==> config.mk <==
export PLATFORM = sky130hd
export DESIGN_NAME = cmd_decoder
export DESIGN_NICKNAME = d
export VERILOG_FILES = /design/src/rtl/cmd_decoder.sv
export SDC_FILE = /design/constraint.sdc
export NUM_CORES = 1
export LEC_CHECK = 0
export CAP_MARGIN = 30
export CORE_MARGIN = 8
export CORE_UTILIZATION = 25
export CTS_BUF_LIST = sky130_fd_sc_hd__clkbuf_16
export CTS_CLUSTER_SIZE = 40
export DETAILED_ROUTE_END_ITERATION = 6
export GPL_TIMING_DRIVEN = 0
export SLEW_MARGIN = 20
export SYNTH_ARGS = -nofsm -noshare
export SYNTH_HDL_FRONTEND = slang
export SYNTH_SLANG_ARGS = --single-unit
==> constraint.sdc <==
create_clock -name clk -period 2 [get_ports clk]
set_clock_uncertainty 0.1 [all_clocks]
set_input_delay 0.2 -clock clk [delete_from_list [all_inputs] [get_ports clk]]
set_output_delay 0.2 -clock clk [all_outputs]
set_load 0.02 [all_outputs]
==> src/rtl/cmd_decoder.sv <==
// cmd_decoder: parses escaped host command frames into config registers/strobes
// and forwards length-prefixed payloads to the target-side uart_tx.
module cmd_decoder #(
    parameter int TIMEOUT_CYCLES = 24000,
    parameter int TO_W           = 16
) (
    input  logic        clk,
    input  logic        rst_n,
    input  logic [7:0]  rx_data,
    input  logic        rx_valid,
    output logic [7:0]  tx_data,
    output logic        tx_en,
    input  logic        tx_rdy,
    output logic [7:0]  width,
    output logic [7:0]  pulse_cnt,
    output logic [31:0] delay,
    output logic        sys_rst_req,
    output logic        board_rst_req,
    output logic        glitch_arm,
    output logic        overrun
);
    typedef enum logic [1:0] {IDLE, CMD, ARG, PASS} state_t;
    state_t r_state, w_next;
    logic [7:0]      r_op, r_rem, r_buf, r_width, r_pcnt;
    logic [31:0]     r_delay;
    logic [TO_W-1:0] r_to;
    logic [1:0]      r_gcnt;
    logic            r_full, r_low, r_sys, r_board, r_arm, r_ovr;
    logic            w_tout, w_fire, w_arg_op;
    assign w_tout   = r_state != IDLE && !rx_valid && r_to == TO_W'(TIMEOUT_CYCLES);
    // Hold-off after a load: at least 2 cycles and a full low->high cycle of tx_rdy.
    assign w_fire   = r_full && tx_rdy && r_low && r_gcnt == 2'd2;
    assign w_arg_op = rx_data inside {8'h10, 8'h11, 8'h20, 8'h21, 8'h22, 8'h23};
    assign tx_en         = w_fire;
    assign tx_data       = r_buf;
    assign width         = r_width;
    assign pulse_cnt     = r_pcnt;
    assign delay         = r_delay;
    assign sys_rst_req   = r_sys;
    assign board_rst_req = r_board;
    assign glitch_arm    = r_arm;
    assign overrun       = r_ovr;
    always_ff @(posedge clk or negedge rst_n) begin
        if (!rst_n) r_state <= IDLE;
        else        r_state <= w_next;
    end
    always_comb begin
        w_next = r_state;
        if (w_tout) w_next = IDLE;
        else begin
            case (r_state)
                IDLE:    if (rx_valid) w_next = rx_data == 8'h00 ? CMD : PASS;
                CMD:     if (rx_valid) w_next = w_arg_op ? ARG : IDLE;
                ARG:     if (rx_valid) w_next = IDLE;
                default: if (r_rem == 8'h00 && !r_full) w_next = IDLE;
            endcase
        end
    end
    always_ff @(posedge clk or negedge rst_n) begin
        if (!rst_n) begin
            r_op    <= '0;
            r_rem   <= '0;
            r_buf   <= '0;
            r_width <= '0;
            r_pcnt  <= '0;
            r_delay <= '0;
            r_to    <= '0;
            r_gcnt  <= 2'd2;
            r_low   <= 1'b1;
            r_full  <= 1'b0;
            r_sys   <= 1'b0;
            r_board <= 1'b0;
            r_arm   <= 1'b0;
            r_ovr   <= 1'b0;
        end else begin
            r_sys   <= 1'b0;
            r_board <= 1'b0;
            r_arm   <= 1'b0;
            r_to    <= (r_state == IDLE || rx_valid) ? '0 : r_to + 1'b1;
            r_gcnt  <= w_fire ? 2'd0 : (r_gcnt == 2'd2 ? 2'd2 : r_gcnt + 2'd1);
            r_low   <= w_fire ? 1'b0 : (r_low || !tx_rdy);
            if (w_fire) r_full <= 1'b0;
            if (rx_valid) begin
                case (r_state)
                    IDLE: r_rem <= rx_data;
                    CMD: begin
                        r_op    <= rx_data;
                        r_sys   <= rx_data == 8'hFF;
                        r_board <= rx_data == 8'hFE;
                        r_arm   <= rx_data == 8'hFC;
                    end
                    ARG: begin
                        if (r_op == 8'h10) r_width <= rx_data;
                        if (r_op == 8'h11) r_pcnt <= rx_data;
                        if (r_op[7:4] == 4'h2) r_delay[{r_op[1:0], 3'b000} +: 8] <= rx_data;
                    end
                    default: begin
                        if (r_rem != 8'h00) begin
                            r_rem <= r_rem - 8'h01;
                            if (r_full && !w_fire) r_ovr <= 1'b1;
                            else begin
                                r_buf  <= rx_data;
                                r_full <= 1'b1;
                            end
                        end
                    end
                endcase
            end
        end
    end
endmodule

* Yosys cells after proc, flatten, opt, wreduce, memory -nomap -nowiden
Cells that the tools add are included.
** Word-level totals
- Register bits :: 98
- Output and inout port bits :: 61
- Word-level logic and storage cells :: 100
- Input port bits :: 12
** Cells by class
- Equal/unequal tests :: 19
- Reductions and logical operators :: 31
- Shift operators :: 2
- Bitwise gates (word level) :: 3
- Mux-type cells :: 26
- $add $sub $neg :: 4
** Operators with widths (number)
- $bwmux W32 :: 1
- $eq A8 B5 Y1 const B :: 4
- $eq A8 B6 Y1 const B :: 4
- $shift A8 B7 Y32 const A :: 1
- $shiftx A8 B7 Y32 :: 1
- $eq A8 B8 Y1 const B :: 3
- $mux W2 :: 9
- $add A16 B1 Y16 const B :: 1
- $eq A16 B15 Y1 const B :: 1
- $logic_not A8 Y1 :: 2
- $mux W16 :: 1
- $pmux W8 S2 :: 1
- $mux W1 :: 12
- $reduce_and A3 Y1 :: 4
- $reduce_and A4 Y1 :: 3
- $ne A3 B3 Y1 const B :: 3
- $mux W8 :: 1
- $reduce_bool A8 Y1 :: 1
- $sub A8 B1 Y8 const B :: 1
- $logic_and A1 B1 Y1 :: 7
- $neg A5 Y7 :: 1
- $pmux W2 S3 :: 1
- $reduce_bool A6 Y1 :: 1
- $reduce_bool A5 Y1 :: 1
- other kinds (12) :: 20

* Logic depth before layout (Yosys ltp)
- Word-level depth :: 9
- Gate-level depth with buffers :: 7
- Gate-level depth less buffers :: 6

* Worst setup path after synthesis
Ideal clock, no wire load.
- Path type :: register to register
- From :: register r_rem[0]
- To :: register r_buf[0], in the netlist tx_data[0]
- Data required time :: 1.775 ns
- Path slack :: 0.043 ns
- Clock period less this slack :: 1.957 ns
- Buffers on the path :: 0
- Setup time :: 0.125 ns
- Cell stages (with the launch flop) :: 7
- Arrival time :: 1.732 ns
- Cell sequence :: dfrtp_1 -> inv_1 -> ha_1 -> or3b_2 -> o211ai_4 -> a21oi_4 -> mux2_2
** Between the ends
- Cells in the longest elaborated chain, start to end :: 2
** Ends and longest elaborated chain
- start, declared :: RTL line 24 : logic [7:0] r_op, r_rem, r_buf, r_width, r_pcnt;
- start signal, assigned :: RTL line 85 : IDLE: r_rem <= rx_data;
- start signal, assigned :: RTL line 99 : r_rem <= r_rem - 8'h01;
- $reduce_bool A8 Y1 :: RTL line 98 : if (r_rem != 8'h00) begin
- $reduce_and A4 Y1 (no line)
- end signal, assigned :: RTL line 102 : r_buf <= rx_data;
- end, declared :: RTL line 24
Every way passes these cells.
A chain may end at the register's enable or synchronous reset.

* Worst setup path after layout
- From :: register r_rem[1]
- To :: register r_buf[5], in the netlist tx_data[5]
The elaborated chain is that of the path after synthesis.

==> impl_summary.txt <==
----------------------------------------------------
[Timing]
  Final Hold Slack ... 0.149 ns
  Final hold violations ... 0
  Pins Over Slew Limit ... 0
  Worst slew margin relative to its limit ... 0.468
  FMAX ... 0.509 GHz
  Final period demand of the worst path ... 1.96 ns
  Setup ws final ... 0.0354 ns
  RSZ-0062 raised after global routing ... yes
  Endpoints failing setup ... 0
  Slew at the pin closest to its max-slew limit ... 0.799 ns
  Ratio of final minimum period to clock period ... 0.982

[Yosys]
  Avg Inst Size Synth ... 10.4 um2
  Mapped Cells ... 427
  Number of nets produced by synthesis ... 452
  Biggest area consumer among synthesized cells ... sky130_fd_sc_hd__dfrtp_1
  Sequential element share of the synthesized area ... 0.553
  Count leader, synth ... sky130_fd_sc_hd__dfrtp_1
  Post-synth top cells ... 96 x sky130_fd_sc_hd__dfrtp_1, 85 x sky130_fd_sc_hd__nand2_1, 41 x sky130_fd_sc_hd__o21ai_0
  Warnings from Yosys ... 0
  Top cell type's share of synthesized area ... 0.541
  Post-synth EDFFs ... 0
  Async SR Flop Fraction ... 1.00
  Unique masters post-synth ... 49
  Total of flip-flops plus latches after synthesis ... 98
  Mapped cell area ... 0.00444 mm2
  Top cells by area, synth ... sky130_fd_sc_hd__dfrtp_1 54%, sky130_fd_sc_hd__mux2_2 8.4%, sky130_fd_sc_hd__nand2_1 7.2%
  Dominant register cell in the synthesized netlist ... sky130_fd_sc_hd__dfrtp_1

[Min path]
  Worst min-delay path startpoint ... rx_valid
  Worst hold path endpoint ... r_state[1]$_DFFE_PN0P_
  Worst min path class ... in -> reg
  Hold Crit Depth ... 2

[Outcome]
  Status ... finished clean

[Setup path]
  Cell-by-cell listing of the critical path ... inv_2 > ha_4 > or3b_4 > o211ai_4 > a21oi_4 > buf_12 > mux2_2
  CP startpoint ... r_rem[1]$_DFFE_PN0P_
  Launching point of the worst reg2reg path ... r_rem[1]$_DFFE_PN0P_
  Delay contributed by the slowest stage of the critical path ... 0.43 ns
  Buffering stage count on the worst path with inverters included ... 2
  Kind of capture point of the worst setup path ... register
  Slack of the worst reg-to-reg path ... 0.04 ns
  Critical path startpoint category ... register
  Worst path slowest cell ... sky130_fd_sc_hd__or3b_4
  Path depth of the worst reg2reg path ... 7
  Critical Path Fanout Max ... 7
  Destination of the worst register-to-register timing path ... tx_data[5]$_DFFE_PN0P_
  Family of cells with the greatest summed delay on the critical path ... simple AND/OR/NAND/NOR gates
  Required @ worst endpoint ... 2.12 ns
  Class of the most critical setup path ... reg -> reg
  Logic depth of the worst path, buffers included ... 7
  Endpoint arrival time on the critical path ... 2.09 ns

[Floorplan]
  Chip Width ... 149 um
  Die Outline Area ... 0.0223 mm2
  Initial standard-cell utilization of the core ... 0.256
  Die Y-Extent ... 149 um
  Core ar. ... 0.0174 mm2
  Number of standard-cell rows in the floorplan ... 48
  Top-level I/O count ... 73

[Global route]
  GR Util All Layers ... 0.113
  Overflow after GRT ... 0
  Number of global-route vias before repair ... 3670
  First-pass GRT wire length ... 19700 um
  Number of antenna violations at the first check in global routing ... 1
  Maximum number of pins on one net before global-route repair ... 52

[Routing]
  DRT Wirelength ... 12200 um
  Number of nets with antenna violations after detailed routing ... 0
  Vias/cell ... 4.68
  First-pass DRT Iterations ... 5
  Iteration-0 DRC count of the detailed router ... 211
  Detailed-route wire length per cell ... 16.1 um
  DRC ... 0
  Overall via count from detail_route ... 3541

[Power]
  Peak supply drop ... 567 uV
  Net switching component of the power ... 2740 uW
  Leak ... 0.00252 uW
  Share of total power in the clock network ... 0.227
  Seq pwr share ... 0.374
  Power per standard cell area ... 1240 mW/mm2
  Switching Fraction ... 0.366
  Internal Dissipation ... 4750 uW
  Part of the total power dissipated in combinational logic ... 0.400

[Place]
  Number of cells after detailed placement ... 724
  Port Buffers ... 71
  Setup Slack @ Placement ... -0.209 ns
  Weighted congestion reported at the end of routability-driven placement ... 0.820
  Hpwl dp ... 8450 um

[CTS]
  Clock network latency to the later pin of the worst-skew pair ... 0.34 ns
  Sink Count ... 98
  Post-CTS clock slew at the launch and capture registers of the worst setup and hold paths ... 0.07 ns
  # H-tree levels ... 3
  Maximum clock insertion buffer count ... 2
  Clock tree root buffer cell ... sky130_fd_sc_hd__clkbuf_16
  CTS tree ... built
  Total clock buffers created by CTS ... 9

[Cells and area]
  Final nets ... 551
  Fraction of final layout cells sized beyond drive strength 1 ... 0.192
  Area added between synthesis and finish ... 35.7%
  Layout fillers ... 1701
  Non-filler instance count after layout ... 756
  Diode count ... 0

[Run]
  Max-Cap Viols ... 0

----------------------------------------------------
## cell usage in the layout, fill, tap and decap left out, types with 3 or more instances in the layout
master	instances
sky130_fd_sc_hd__clkdlybuf4s50_1	69
sky130_fd_sc_hd__nor3_1	12
sky130_fd_sc_hd__inv_6	3
sky130_fd_sc_hd__clkbuf_2	6
sky130_fd_sc_hd__nand4_1	3
sky130_fd_sc_hd__a21oi_1	6
sky130_fd_sc_hd__nand3_1	9
sky130_fd_sc_hd__mux2_2	33
sky130_fd_sc_hd__nand2_1	83
sky130_fd_sc_hd__nor2_1	27
sky130_fd_sc_hd__o21ai_0	41
sky130_fd_sc_hd__buf_4	15
sky130_fd_sc_hd__ha_1	10
sky130_fd_sc_hd__clkbuf_16	9
sky130_fd_sc_hd__inv_1	13
sky130_fd_sc_hd__or3_1	5
sky130_fd_sc_hd__nor4_1	8
sky130_fd_sc_hd__nor3b_4	3
sky130_fd_sc_hd__xnor2_1	10
sky130_fd_sc_hd__clkbuf_1	8
sky130_fd_sc_hd__dfrtp_1	94
## state kept, by name (all words and copies together), names as in the netlist, 2 cells and up
register   cells
delay         32
pulse_cnt      8
r_gcnt         2
r_op           8
r_rem          8
r_state        2
r_to          16
tx_data        8
width          8
## routing by layer
layer / vias to the layer above / global-route usage / wire length (um)
met1: 1744 / 0.145 / 5520
met4: 0 / 0.0409 / 217
li1: 1672 / - / -
met2: 111 / 0.176 / 5560
met5: - / 0 / 0
met3: 14 / 0.0331 / 871
## what timing repair did
item | in CTS | in global routing
resized for setup | 10 | 34
pin swaps | 2 | 2
hold buffers | 1 | 0
hold endpoints to repair | 45 | 0
setup endpoints to repair | 65 | 65
buffers inserted | 7 | 8
gates cloned | 0 | 1
## per-stage QoR
step | utilization | area, um2 | total power, uW | TNS [ns]
after floorplan | - | 4440 | 4360 | 0
after global placement | 0.313 | 5430 | 5240 | -292.10
after detailed placement | 0.315 | 5460 | 5330 | -6.49
after CTS | 0.337 | 5860 | 7200 | -2.78
after global routing | 0.347 | 6020 | 8030 | -0.231
final | 0.347 | 6020 | 7490 | 0
## logic make-up after synthesis
logic type	after synthesis	share of synthesized area
adder cells (fa/ha/maj)	13	0.0366
AND/OR/NAND/NOR	170	0.176
XOR/XNOR	12	0.0237
buffers and inverters	34	0.0299
AO/OA/AOI/OAI	65	0.0927
multiplexers	35	0.0882
flip-flops	98	0.553
## area by class of cell
class / instances / area, um2 / share of cell area
plain buffers: 17 / 76.3 / 0.0127
clock inverters: 7 / 70.1 / 0.0116
repair buffers: 89 / 878 / 0.146
flip-flops and latches: 98 / 2460 / 0.408
inverters: 16 / 63.8 / 0.0106
well taps: 225 / 282 / 0.0467
multi-input cells: 295 / 1970 / 0.327
clock buffers: 9 / 225 / 0.0374
## power groups by stage
stage | Combinational (uW) | Sequential (uW) | Clock (uW)
after floorplan | 1330 | 3030 | 0
after global placement | 2440 | 2810 | 0
after detailed placement | 2500 | 2830 | 0
after CTS | 2650 | 2780 | 1760
after global routing | 3310 | 2870 | 1850
final | 2990 | 2800 | 1700
## worst max-delay path by stage
stage | to | slack (ns)
2_1_floorplan | tx_data[0]$_DFFE_PN0P_ | 0.04
3_3_place_gp | delay[25]$_DFFE_PN0P_ | -2.97
3_5_place_dp | tx_data[2]$_DFFE_PN0P_ | -0.21
4_1_cts | delay[6]$_DFFE_PN0P_ | -0.12
5_1_grt | delay[30]$_DFFE_PN0P_ | -0.05
6_report | tx_data[5]$_DFFE_PN0P_ | 0.04
Note: power is estimated with default switching activity, not from simulation.
==> variant 1: new RTL, config.mk and constraints unchanged <==
Make the reset (`rst_n`) synchronous in 2 clocked blocks.
--- a/src/rtl/cmd_decoder.sv
+++ b/src/rtl/cmd_decoder.sv
@@ -40,7 +40,7 @@
     assign board_rst_req = r_board;
     assign glitch_arm    = r_arm;
     assign overrun       = r_ovr;
-    always_ff @(posedge clk or negedge rst_n) begin
+    always_ff @(posedge clk) begin
         if (!rst_n) r_state <= IDLE;
         else        r_state <= w_next;
     end
@@ -56,7 +56,7 @@
             endcase
         end
     end
-    always_ff @(posedge clk or negedge rst_n) begin
+    always_ff @(posedge clk) begin
         if (!rst_n) begin
             r_op    <= '0;
             r_rem   <= '0;
Behaviour: differs if rst_n is asserted again (counterexample within 4 cycles, from zero or initial values and one cycle with rst_n low); with rst_n held inactive, the same outputs for 4 cycles.
==> variant 1 against the unedited design <==
  * Design area shrank 6.6%
  * Synthesized area shrank 4.6%
  * Setup slack gained 0.044 ns
  * Final cell count grew 6.1%
  * Sequential cell count is the same
  * Wire length grew 1.2%
  * Non-clock buffer count shrank 4
Power is not compared: it rests on default switching activity, and its combinational part moved more than twofold at a synthesized area within 25%.
==> variant 1: results (changes against the unedited design) <==
synthTopCellsByArea: "dfxtp_1, nand3_1, a21oi_1"
grt_max_degree: 17  # -67%
grt_pass1_vias: 3504  # -4.5%
synthDistinctLibCells: 47  # -4.1%
dpl.cell_count: 783  # +8.1%
largest_register_ffs: 32  # unchanged
worst_pin_slew_ns: 0.771  # -0.0275 ns
routed_wirelength_mm: 12.3  # +1.2%
antenna_found_initial: 0  # -1
p_leak_nw: 1.97
worst_setup_hold_path_clk_slew_ns: 0.07  # about the same
synth-async-reset-ratio: 0  # -1.00
crit_arrival_ns: 2.09  # about the same
drive_gt1_frac: 0.0962  # -0.0959
worst_ir_drop_vdd_mv: 0.440
track_usage: 0.112  # -0.000320
io_buffers: 69  # -2.8%
clock_path_buffers: 2  # unchanged
grt_first_pass_wirelength_mm: 19.4  # -1.3%
nets: 603  # +9.4%
p_sw_frac: 0.328
pre_cts_ws_ns: -0.183  # +0.0261 ns
synthesis.nets: 519  # +15%
crit_fanout: 5  # -2
n_fill_cell: 1756  # +3.2%
drtIter0Drc: 252  # +19%
clk_latency_ns: 0.34  # about the same
n_antenna_cell: 0  # unchanged
h-tree-depth: 3  # unchanged
via_count: 3698  # +4.4%
syn-instance-count: 494  # +16%
drt_pass1_iterations: 5  # unchanged
min_path_type: "input pin to flip-flop"
clockRootBuffer: "clkbuf_16"
numCtsBuffers: 9  # unchanged
gp_congestion: 0.803  # -2.0%
layout.cells.non_filler: 802  # +6.1%
synth.yosys.seq_area_share: 0.463  # -0.0896
synth_common_cells: "dfxtp_1, nand3_1, a21oi_1, nand2_1, nor2_1"
ys_warn_count: 0  # unchanged
dp_hpwl_mm: 8.58  # +1.5%
status: "finished clean"
==> variant 1: cell types whose count changed in the layout (fill, tap and decap cells not counted), sizes merged, moves of 7 or more <==
cell and change:
buf -9, dfrtp -96, nand3 +46, mux2 -33
nor2 +22, clkbuf +7, a21oi +46, o21ai -32
nand2 -32, dfxtp +98, mux2i +23
==> variant 1: cell families after synthesis <==
group | Yosys count | share of synthesized area
adder cells (fa/ha/maj) | 13 | 0.0384
buffers and inverters | 44 | 0.0408
AND/OR/NAND/NOR | 215 | 0.249
XOR/XNOR | 12 | 0.0248
flip-flops | 98 | 0.463
AO/OA/AOI/OAI | 87 | 0.125
multiplexers | 25 | 0.0591
==> variant 1: power groups by stage <==
stage	Sequential, mW	Combinational [mW]	Clock [mW]
after floorplan	2.20	0.887	0
after global placement	2.22	1.17	0
after detailed placement	2.22	1.17	0
after CTS	2.18	1.22	1.64
after global routing	2.21	1.53	1.72
final	2.20	1.36	1.61
==> variant 1: layout make-up <==
class,count,share of cell area
buffer,29,0.0222
clock buffer,9,0.0400
clock inverter,6,0.00778
inverter,15,0.0107
multi-input combinational,352,0.390
sequential,98,0.350
tap,220,0.0489
timing repair buffer,73,0.130
==> variant 1: final timing paths <==
| path | startpoint | endpoint | slack, ns | depth (start not counted) |
|---|---|---|---|---|
| hold reg to reg | delay[22]$_SDFFE_PN0P_ | delay[22]$_SDFFE_PN0P_ | 0.35 | 2 |
| setup / recovery | r_rem[0]$_SDFFE_PN0P_ | r_state[1]$_SDFFE_PP0P_ | 0.08 | 6 |
| setup reg to reg | r_rem[0]$_SDFFE_PN0P_ | r_state[1]$_SDFFE_PP0P_ | 0.08 | 6 |
| hold / removal | rx_valid | r_op[3]$_SDFFE_PN0P_ | 0.17 | 3 |
==> variant 1: per-stage QoR <==
stage | cell area [µm²] | setup TNS, ns
2_1_floorplan | 4240 | 0
6_report | 5630 | 0
3_3_place_gp | 5200 | -4.55
5_1_grt | 5630 | -0.0538
4_1_cts | 5510 | -3.73
3_5_place_dp | 5200 | -4.46
==> variant 1: worst max-delay path, cell delays in order (launching register included) <==
cell,delay (ns)
dfxtp_2,0.35
inv_2,0.09
ha_4,0.15
or4b_4,0.51
o31a_1,0.30
a211o_1,0.23
a21oi_1,0.13
==> variant 1: repair_timing <==
item,CTS,global route
hold buffers,0,0
pin swaps,1,2
endpoints found under the setup margin,54,66
endpoints found under the hold margin,0,0
gates cloned,0,0
buffers inserted,1,3
resized for setup,7,32
==> variant 1: layer usage <==
layer,vias to the layer above,track usage,part of all wire
met5,-,0,0
met4,0,0.0402,0.012
met3,9,0.0238,0.041
met2,73,0.179,0.47
met1,1720,0.147,0.47
li1,1896,-,-
==> variant 2: new RTL, same flow settings <==
Made on the original files. Change the parameter `TO_W` from 16 to 32.
--- a/src/rtl/cmd_decoder.sv
+++ b/src/rtl/cmd_decoder.sv
@@ -2,7 +2,7 @@
 // and forwards length-prefixed payloads to the target-side uart_tx.
 module cmd_decoder #(
     parameter int TIMEOUT_CYCLES = 24000,
-    parameter int TO_W           = 16
+    parameter int TO_W           = 32
 ) (
     input  logic        clk,
     input  logic        rst_n,
Check against the original RTL: same outputs for any inputs over 4 cycles, from zero or initial values and one cycle with rst_n low; that may be too few to reach the edited logic, so the function may still have changed.
==> variant 2 against the unedited design <==
  * Wire length rose by 17%
  * Synthesized cell count increased by 25%
  * Critical path depth decreased by 1
  * Design area increased by 22%
  * Sequential share of layout area shrank 1.8 points
  * Setup slack better by 0.031 ns
  * Sequential cell count grew 16
  * Fmax up 1.6%
  * Synthesized area rose by 23%
  * Non-clock buffer count grew 1
  * Sequential power rose by 13%
  * Power increased by 21%
==> variant 2: results (changes against the unedited design) <==
drt_pass1_iterations: 4  # -1
syn-instance-count: 533  # +25%
routed_wirelength_mm: 14.2  # +17%
grt_first_pass_wirelength_mm: 23.1  # +18%
h-tree-depth: 4  # +1
crit_fanout: 8  # +1
multi_input_area_mm2: 0.00252  # +28%
dpl.cell_count: 886  # +22%
power_frac_seq: 0.349  # -0.025
use_met1: 0.141  # -0.00375
synth.yosys.seq_area_share: 0.524  # -0.0284
placed_area_mm2: 0.00654  # +20%
dp_hpwl_mm: 9.79  # +16%
n_fill_cell: 2169  # +28%
worst_pin_slew_ns: 0.758  # -0.0405 ns
power_mw: 9.05  # +21%
numCtsBuffers: 17  # +8
nets: 653  # +19%
cpPeakStageDelay_ns: 0.41  # -0.02 ns
grt_max_degree: 79  # +52%
synthesis.nets: 558  # +23%
status: "finished clean"
p_comb_frac: 0.315  # -0.085
cp_slowest_cell: "dfrtp_1"
layout.cells.non_filler: 921  # +22%
## variant 2: cell types whose count changed after synthesis, sizes merged, moves of 8 or more
| cell | change |
|---|---|
| or4 | +9 |
| o31ai | +10 |
| and4 | +8 |
| dfrtp | +16 |
| nand4 | +10 |
| a21oi | +13 |
## variant 2: area by class of cell
type | count | share of cell area
Inverter | 14 | 0.00767
Multi-Input combinational cell | 374 | 0.343
Timing Repair Buffer | 77 | 0.106
Buffer | 30 | 0.0242
Sequential cell | 114 | 0.390
Tap cell | 280 | 0.0477
Clock buffer | 17 | 0.0580
Clock inverter | 15 | 0.0234
## variant 2: cell families after synthesis
group,synth area share
AOI/OAI and AO/OA,0.111
xor gates and xnor gates,0.0193
adders and majority gates,0.0299
buffers and inverters,0.0398
DFF,0.524
muxes,0.0662
and+or+nand+nor,0.209
## variant 2: final timing paths
path / slack (ns) / to / startpoint
worst max register to register: 0.07 / width[1]$_DFFE_PN0P_ / r_state[0]$_DFFE_PN0P_
max in group asynchronous: 0.89 / r_to[3]$_DFF_PN0_ / rst_n
worst min-delay path: 0.18 / r_to[5]$_DFF_PN0_ / rst_n
worst max-delay path: 0.07 / width[1]$_DFFE_PN0P_ / r_state[0]$_DFFE_PN0P_
min in group clk: 0.21 / r_low$_DFF_PN1_ / tx_rdy
worst min register to register: 0.37 / overrun$_DFFE_PN0P_ / overrun$_DFFE_PN0P_
## variant 2: metal layers
| metal | vias to the layer above | routed length [µm] |
|---|---|---|
| met5 | - | 0 |
| met4 | 0 | 240 |
| met3 | 13 | 560 |
| met2 | 61 | 6780 |
| met1 | 2129 | 6640 |
| li1 | 2096 | - |
## variant 2: repair_timing
action                     4_1_cts  5_1_grt
resized for setup               12       52
pin swaps                        1        2
setup endpoints to repair       71       85
hold endpoints to repair        36        0
setup buffers                    1        1
hold buffers                     1        0
